[config.mk]
export PLATFORM = sky130hd
export DESIGN_NAME = cdc_hs_tx
export DESIGN_NICKNAME = d
export VERILOG_FILES = /design/src/rtl/cdc_hs_tx.sv
export SDC_FILE = /design/constraint.sdc
export NUM_CORES = 1
export LEC_CHECK = 0
export CORE_MARGIN = 2
export CORE_UTILIZATION = 25
export CTS_BUF_LIST = sky130_fd_sc_hd__clkbuf_8
export DETAILED_ROUTE_END_ITERATION = 8
export PLACE_DENSITY = 0.55
export SYNTH_ARGS = -nofsm -noshare
export SYNTH_HDL_FRONTEND = slang
export SYNTH_SLANG_ARGS = --single-unit
[constraint.sdc]
create_clock -name CLK -period 2.92 [get_ports CLK]
set_input_delay 0.584 -clock CLK [delete_from_list [all_inputs] [get_ports CLK]]
set_output_delay 0.584 -clock CLK [all_outputs]
set_load 0.01 [all_outputs]
[src/rtl/cdc_hs_tx.sv]
// Source-domain side of a 2-phase (toggle) req/ack CDC handshake.
// A word is captured on accept and held on TX_DATA while TX_REQ is toggled.
// The next word is accepted only after the synchronized ACK level matches TX_REQ.
module cdc_hs_tx #(
    parameter int unsigned BUS_WIDTH   = 8,
    parameter int unsigned NUM_STAGES  = 2,
    parameter int unsigned TIMEOUT_CYC = 0,
    parameter int unsigned CNT_W       = 16
) (
    input  logic                 CLK,
    input  logic                 RST,
    input  logic [BUS_WIDTH-1:0] SRC_DATA,
    input  logic                 SRC_VALID,
    output logic                 SRC_READY,
    output logic [BUS_WIDTH-1:0] TX_DATA,
    output logic                 TX_REQ,
    input  logic                 ACK_ASYNC,
    output logic                 DONE,
    output logic                 ERR,
    input  logic                 ERR_CLR
);

    typedef enum logic [0:0] {
        StIdle,
        StWaitAck
    } state_e;

    localparam logic [CNT_W-1:0] CntMax    = '1;
    localparam logic [CNT_W-1:0] CntLast   = CNT_W'(TIMEOUT_CYC - 1);
    localparam bit               TimeoutEn = (TIMEOUT_CYC != 0);

    state_e                 state_q, state_d;
    logic [NUM_STAGES-1:0]  ack_sync_q;
    logic                   ack_s;
    logic [BUS_WIDTH-1:0]   data_q, data_d;
    logic                   req_q, req_d;
    logic                   done_q, done_d;
    logic                   err_q, err_d;
    logic [CNT_W-1:0]       cnt_q, cnt_d;
    logic                   timeout;

    // Plain shift chain so the first stage is the only flop seeing ACK_ASYNC.
    always_ff @(posedge CLK or negedge RST) begin
        if (!RST) begin
            ack_sync_q <= '0;
        end else begin
            ack_sync_q <= {ack_sync_q[NUM_STAGES-2:0], ACK_ASYNC};
        end
    end

    assign ack_s = ack_sync_q[NUM_STAGES-1];

    // Handshake state, held word, request level, timeout counter and flags.
    always_ff @(posedge CLK or negedge RST) begin
        if (!RST) begin
            state_q <= StIdle;
            data_q  <= '0;
            req_q   <= 1'b0;
            done_q  <= 1'b0;
            err_q   <= 1'b0;
            cnt_q   <= '0;
        end else begin
            state_q <= state_d;
            data_q  <= data_d;
            req_q   <= req_d;
            done_q  <= done_d;
            err_q   <= err_d;
            cnt_q   <= cnt_d;
        end
    end

    // Next-state: accept in idle, wait for matching ack level otherwise.
    always_comb begin
        state_d = state_q;
        data_d  = data_q;
        req_d   = req_q;
        cnt_d   = cnt_q;
        done_d  = 1'b0;
        timeout = 1'b0;
        unique case (state_q)
            StIdle: begin
                // An ack level change seen here is a protocol error and is ignored.
                if (SRC_VALID) begin
                    data_d  = SRC_DATA;
                    req_d   = ~req_q;
                    cnt_d   = '0;
                    state_d = StWaitAck;
                end
            end
            StWaitAck: begin
                if (ack_s == req_q) begin
                    state_d = StIdle;
                    done_d  = 1'b1;
                end else begin
                    timeout = TimeoutEn && (cnt_q == CntLast);
                    if (cnt_q != CntMax) begin
                        cnt_d = cnt_q + CNT_W'(1);
                    end
                end
            end
            default: begin
                state_d = StIdle;
            end
        endcase
        // Timeout wins over a coincident clear.
        if (timeout) begin
            err_d = 1'b1;
        end else if (ERR_CLR) begin
            err_d = 1'b0;
        end else begin
            err_d = err_q;
        end
    end

    assign SRC_READY = (state_q == StIdle);
    assign TX_DATA   = data_q;
    assign TX_REQ    = req_q;
    assign DONE      = done_q;
    assign ERR       = err_q;

endmodule
== After elaboration in Yosys (flattened, before gate mapping) ==
Cells that the tools add are included.

* Bits in registers: 13
* Input port bits: 13
* Output and inout bits: 12
* Word-level logic and storage cells: 14

* Eq/ne operators: 1
* Multiplexer cells: 5
* Bitwise logic cells: 2
* Reductions and logical operators: 1

{| class="wikitable"
|+ Operators with widths
! cell !! number
|-
| $mux 1 || 4
|-
| $not 1->1 || 2
|-
| $pmux 1 s2 || 1
|-
| $reduce_and 2->1 || 1
|-
| $eq 1x1->1 || 1
|}

== Logic depth before layout (Yosys ltp) ==
* Word-level depth: 3
* Gate-level depth with buffers: 3
* Depth with buffers taken out: 2

== Least setup slack after synthesis ==
Ideal clock, no wire load.

* Path kind: input to register
* Start point: input SRC_VALID
* End point: register data_q[0], in the netlist TX_DATA[0]
* Setup time: 0.125 ns
* Data arrival time: 1.181 ns
* Data required time: 2.795 ns
* Path slack: 1.614 ns
* Cell stages on the path: 3
* Path buffers: 1
* Cells stage by stage: nor2b_1 buf_6 mux2_4

* Cells in the longest elaborated chain, start to end: 1

{| class="wikitable"
|+ Ends and longest elaborated chain
! element !! line !! source
|-
| from (decl) || 13 || <nowiki>input logic SRC_VALID,</nowiki>
|-
| $reduce_and 2->1 (no line) || n/a ||
|-
| to (signal assigned) || 64 || <nowiki>data_q <= data_d;</nowiki>
|-
| to (decl) || 35 || <nowiki>logic [BUS_WIDTH-1:0] data_q, data_d;</nowiki>
|}

Every way passes these cells.
A chain may end at the register's enable or synchronous reset.

== Worst setup path in the final report ==
* Start point: register state_q
* End point: output SRC_READY

* Cells in the longest elaborated chain, start to end: 1

{| class="wikitable"
|+ Ends and longest elaborated chain
! element !! line !! source
|-
| from (decl) || 32 || <nowiki>state_e state_q, state_d;</nowiki>
|-
| from (signal assigned) || 56 || <nowiki>state_q <= StIdle;</nowiki>
|-
| from (signal assigned) || 63 || <nowiki>state_q <= state_d;</nowiki>
|-
| $not 1->1 (no line) || n/a ||
|-
| to (decl) || 14 || <nowiki>output logic SRC_READY,</nowiki>
|}

Every way passes these cells.

==> run summary <==
Critical Path Slowest Stage Cell: clkdlybuf4s50_1
Initial antenna violation count: 0
Post-synth top area cell: dfrtp_1
First-pass iteration count of the detailed router: 2
Area share of the largest cell type after synthesis: 0.637
Mapped Area: 510 um^2
Die width: 49.2 um
Pleak: 0.000354 uW
Worst Hold Class: reg2reg
Post-Synth XOR/XNOR Area: 0.0343
CTS tree: yes
Post-synth ARST share: 1.00
Synth Net Count: 44
I/O pin count: 25
F_max: 0.553 GHz
Synth area leaders: dfrtp_1, mux2_4, buf_6
CTS root buffer: clkbuf_8
Fin. Hold Viols: 0
Die height: 49.2 um
Cell row count: 16
TritonCTS Buffers: 3
Post-synth EDFFs: 0
Period minus WS final: 1810 ps
Syn-to-layout area delta: 56.4%
Post-synthesis simple-gate area fraction: 0.0319
Dpl hpwl: 668 um
DR WL/cell: 10.5 um
Routability Congestion: 0.581
Ys Warns: 0
RSZ-0062 raised after global routing: no
Crit path max-delay family: buffers and inverters
Place WS: 1070 ps
Slew of the pin with the lowest slew margin: 548 ps
Global Route Usage Sum: 0.0879
Worst path bufs/invs: 2
Worst setup SP type: register
Post-CTS Setup Repair Bufs: 0
Antenna viol nets, final: 0
Final setup fails: 0
Max incr delay on CP: 520 ps
Initial Util: 0.263
CTS Hold Buffers Added: 0
Crit path kind: reg2out
Area of the multi-input gates: 163 um^2
Avg Synthesized Cell Area: 16.5 um^2
Most frequent cells after synthesis: dfrtp_1, mux2_4
Fin crit share: 0.620
Main combinational cell family by area after synthesis: multiplexers
Worst endpoint data arrival time: 1230 ps
Layout cell share with drive strength beyond 1: 0.214
Maxcap violations: 0
Nets@finish: 70
CP cell instances: inv_1 -> clkdlybuf4s50_1
Antenna Cells: 0
Via/cell ratio: 3.77
Clock Skew: 0.185 ps
Drt drc: 0
Die area: 0.00242 mm^2
Reg2Reg Depth: 3
Setup WS post-layout: 1110 ps
Routed WL: 873 um
Vias in the first global route: 358
Synth Register Bits: 13
Largest net degree at the start of global routing: 14
First-pass GRT wire length: 1520 um
Setup TNS: 0 ps
Filler instances: 198
Crit. path cell count: 2
Total grt overflow: 0
Crit Path Max Fanout: 5
Max-slew violations: 0
Power density cells: 1040 mW/mm^2
Peak supply drop: 0.387 mV
Mux cell area share after synthesis: 0.235
Distinct cells, synth: 12
Adder and majority cell fraction of the synthesized area: 0
Htree depth: 1
Post-CTS Resized: 0
Synth Flop Type: dfrtp_1
Mapped Cells: 31
Vias: 313
Port Buf Inserts: 22
Clock transition at path regs: 50 ps
Status: complete, no violations
Seq/Total Area, Yosys: 0.637
FF/Latch Area: 325 um^2
Worst skew pair latency: 240 ps
CP endpoint kind: output pin
Hold Crit Depth: 0
Clock Path Buffers: 2
Rel. slew slack: 0.634
Synth Area in Compound Gates: 0.00980
Worst endpoint required time: 2340 ps
Most frequent cell after synthesis: dfrtp_1
Core Area: 0.00194 mm^2
Initial DRC Count: 1
# clock sinks: 13
[state kept, by name, indices dropped and copies added (netlist names)]
signal and count:
DONE 1, TX_DATA 8, TX_REQ 1, ack_sync_q 2, state_q 1
[routing by layer]
layer	wire (um)	global-route usage	vias up
met5	0	0	-
met4	17	0.0571	0
met3	60	0.0307	2
met2	460	0.151	13
met1	336	0.0897	151
li1	-	-	147
[layout by cell type, fill, tap and decap left out]
master / Yosys / final
a21oi_1: 1 / 1
and2_1: 1 / 1
buf_4: 1 / 1
clkbuf_8: 0 / 3
clkdlybuf4s50_1: 0 / 22
conb_1: 1 / 1
dfrtp_1: 13 / 13
inv_1: 1 / 2
mux2_4: 8 / 8
nor2_1: 1 / 1
nor2b_1: 1 / 1
xnor2_1: 1 / 1
xor2_1: 1 / 1
[power breakdown]
group	switching, uW	internal (uW)
sequential	46.9	260
clock	61.4	92.7
combinational	118	248
[final timing paths]
kind	start	slack, ps	to
hold / removal	ack_sync_q[0]$_DFF_PN0_	360	ack_sync_q[1]$_DFF_PN0_
max in group asynchronous	RST	1860	DONE$_DFF_PN0_
setup reg to reg	state_q$_DFF_PN0_	1750	TX_DATA[0]$_DFFE_PN0P_
min in group asynchronous	RST	700	TX_DATA[2]$_DFFE_PN0P_
hold reg to reg	ack_sync_q[0]$_DFF_PN0_	360	ack_sync_q[1]$_DFF_PN0_
setup / recovery	state_q$_DFF_PN0_	1110	SRC_READY
[through the flow]
stage	power (uW)	utilization	cells	hold WS, ps	instance area [um^2]
finish	827	0.411	83	360	798
global route	881	0.411	83	379	798
CTS	840	0.411	83	369	798
detailed placement	680	0.388	79	355	753
global placement	677	0.388	79	335	753
floorplan	491	-	31	288	510
[area by class of cell]
class / count / share of cell area
Clock buffer: 3 / 0.0517
Clock inverter: 1 / 0.00470
Inverter: 1 / 0.00470
Multi-Input combinational cell: 15 / 0.204
Sequential cell: 13 / 0.408
Tap cell: 27 / 0.0423
Timing Repair Buffer: 23 / 0.285
[cells by family (layout without fill, tap and decap cells)]
kind of cell | Yosys count | after routing
AO/OA/AOI/OAI | 1 | 1
XOR/XNOR | 2 | 2
buffers and inverters | 3 | 28
flip-flops | 13 | 13
multiplexers | 8 | 8
other | 1 | 1
AND/OR/NAND/NOR | 3 | 3
Power figures use the tool's default switching activity.
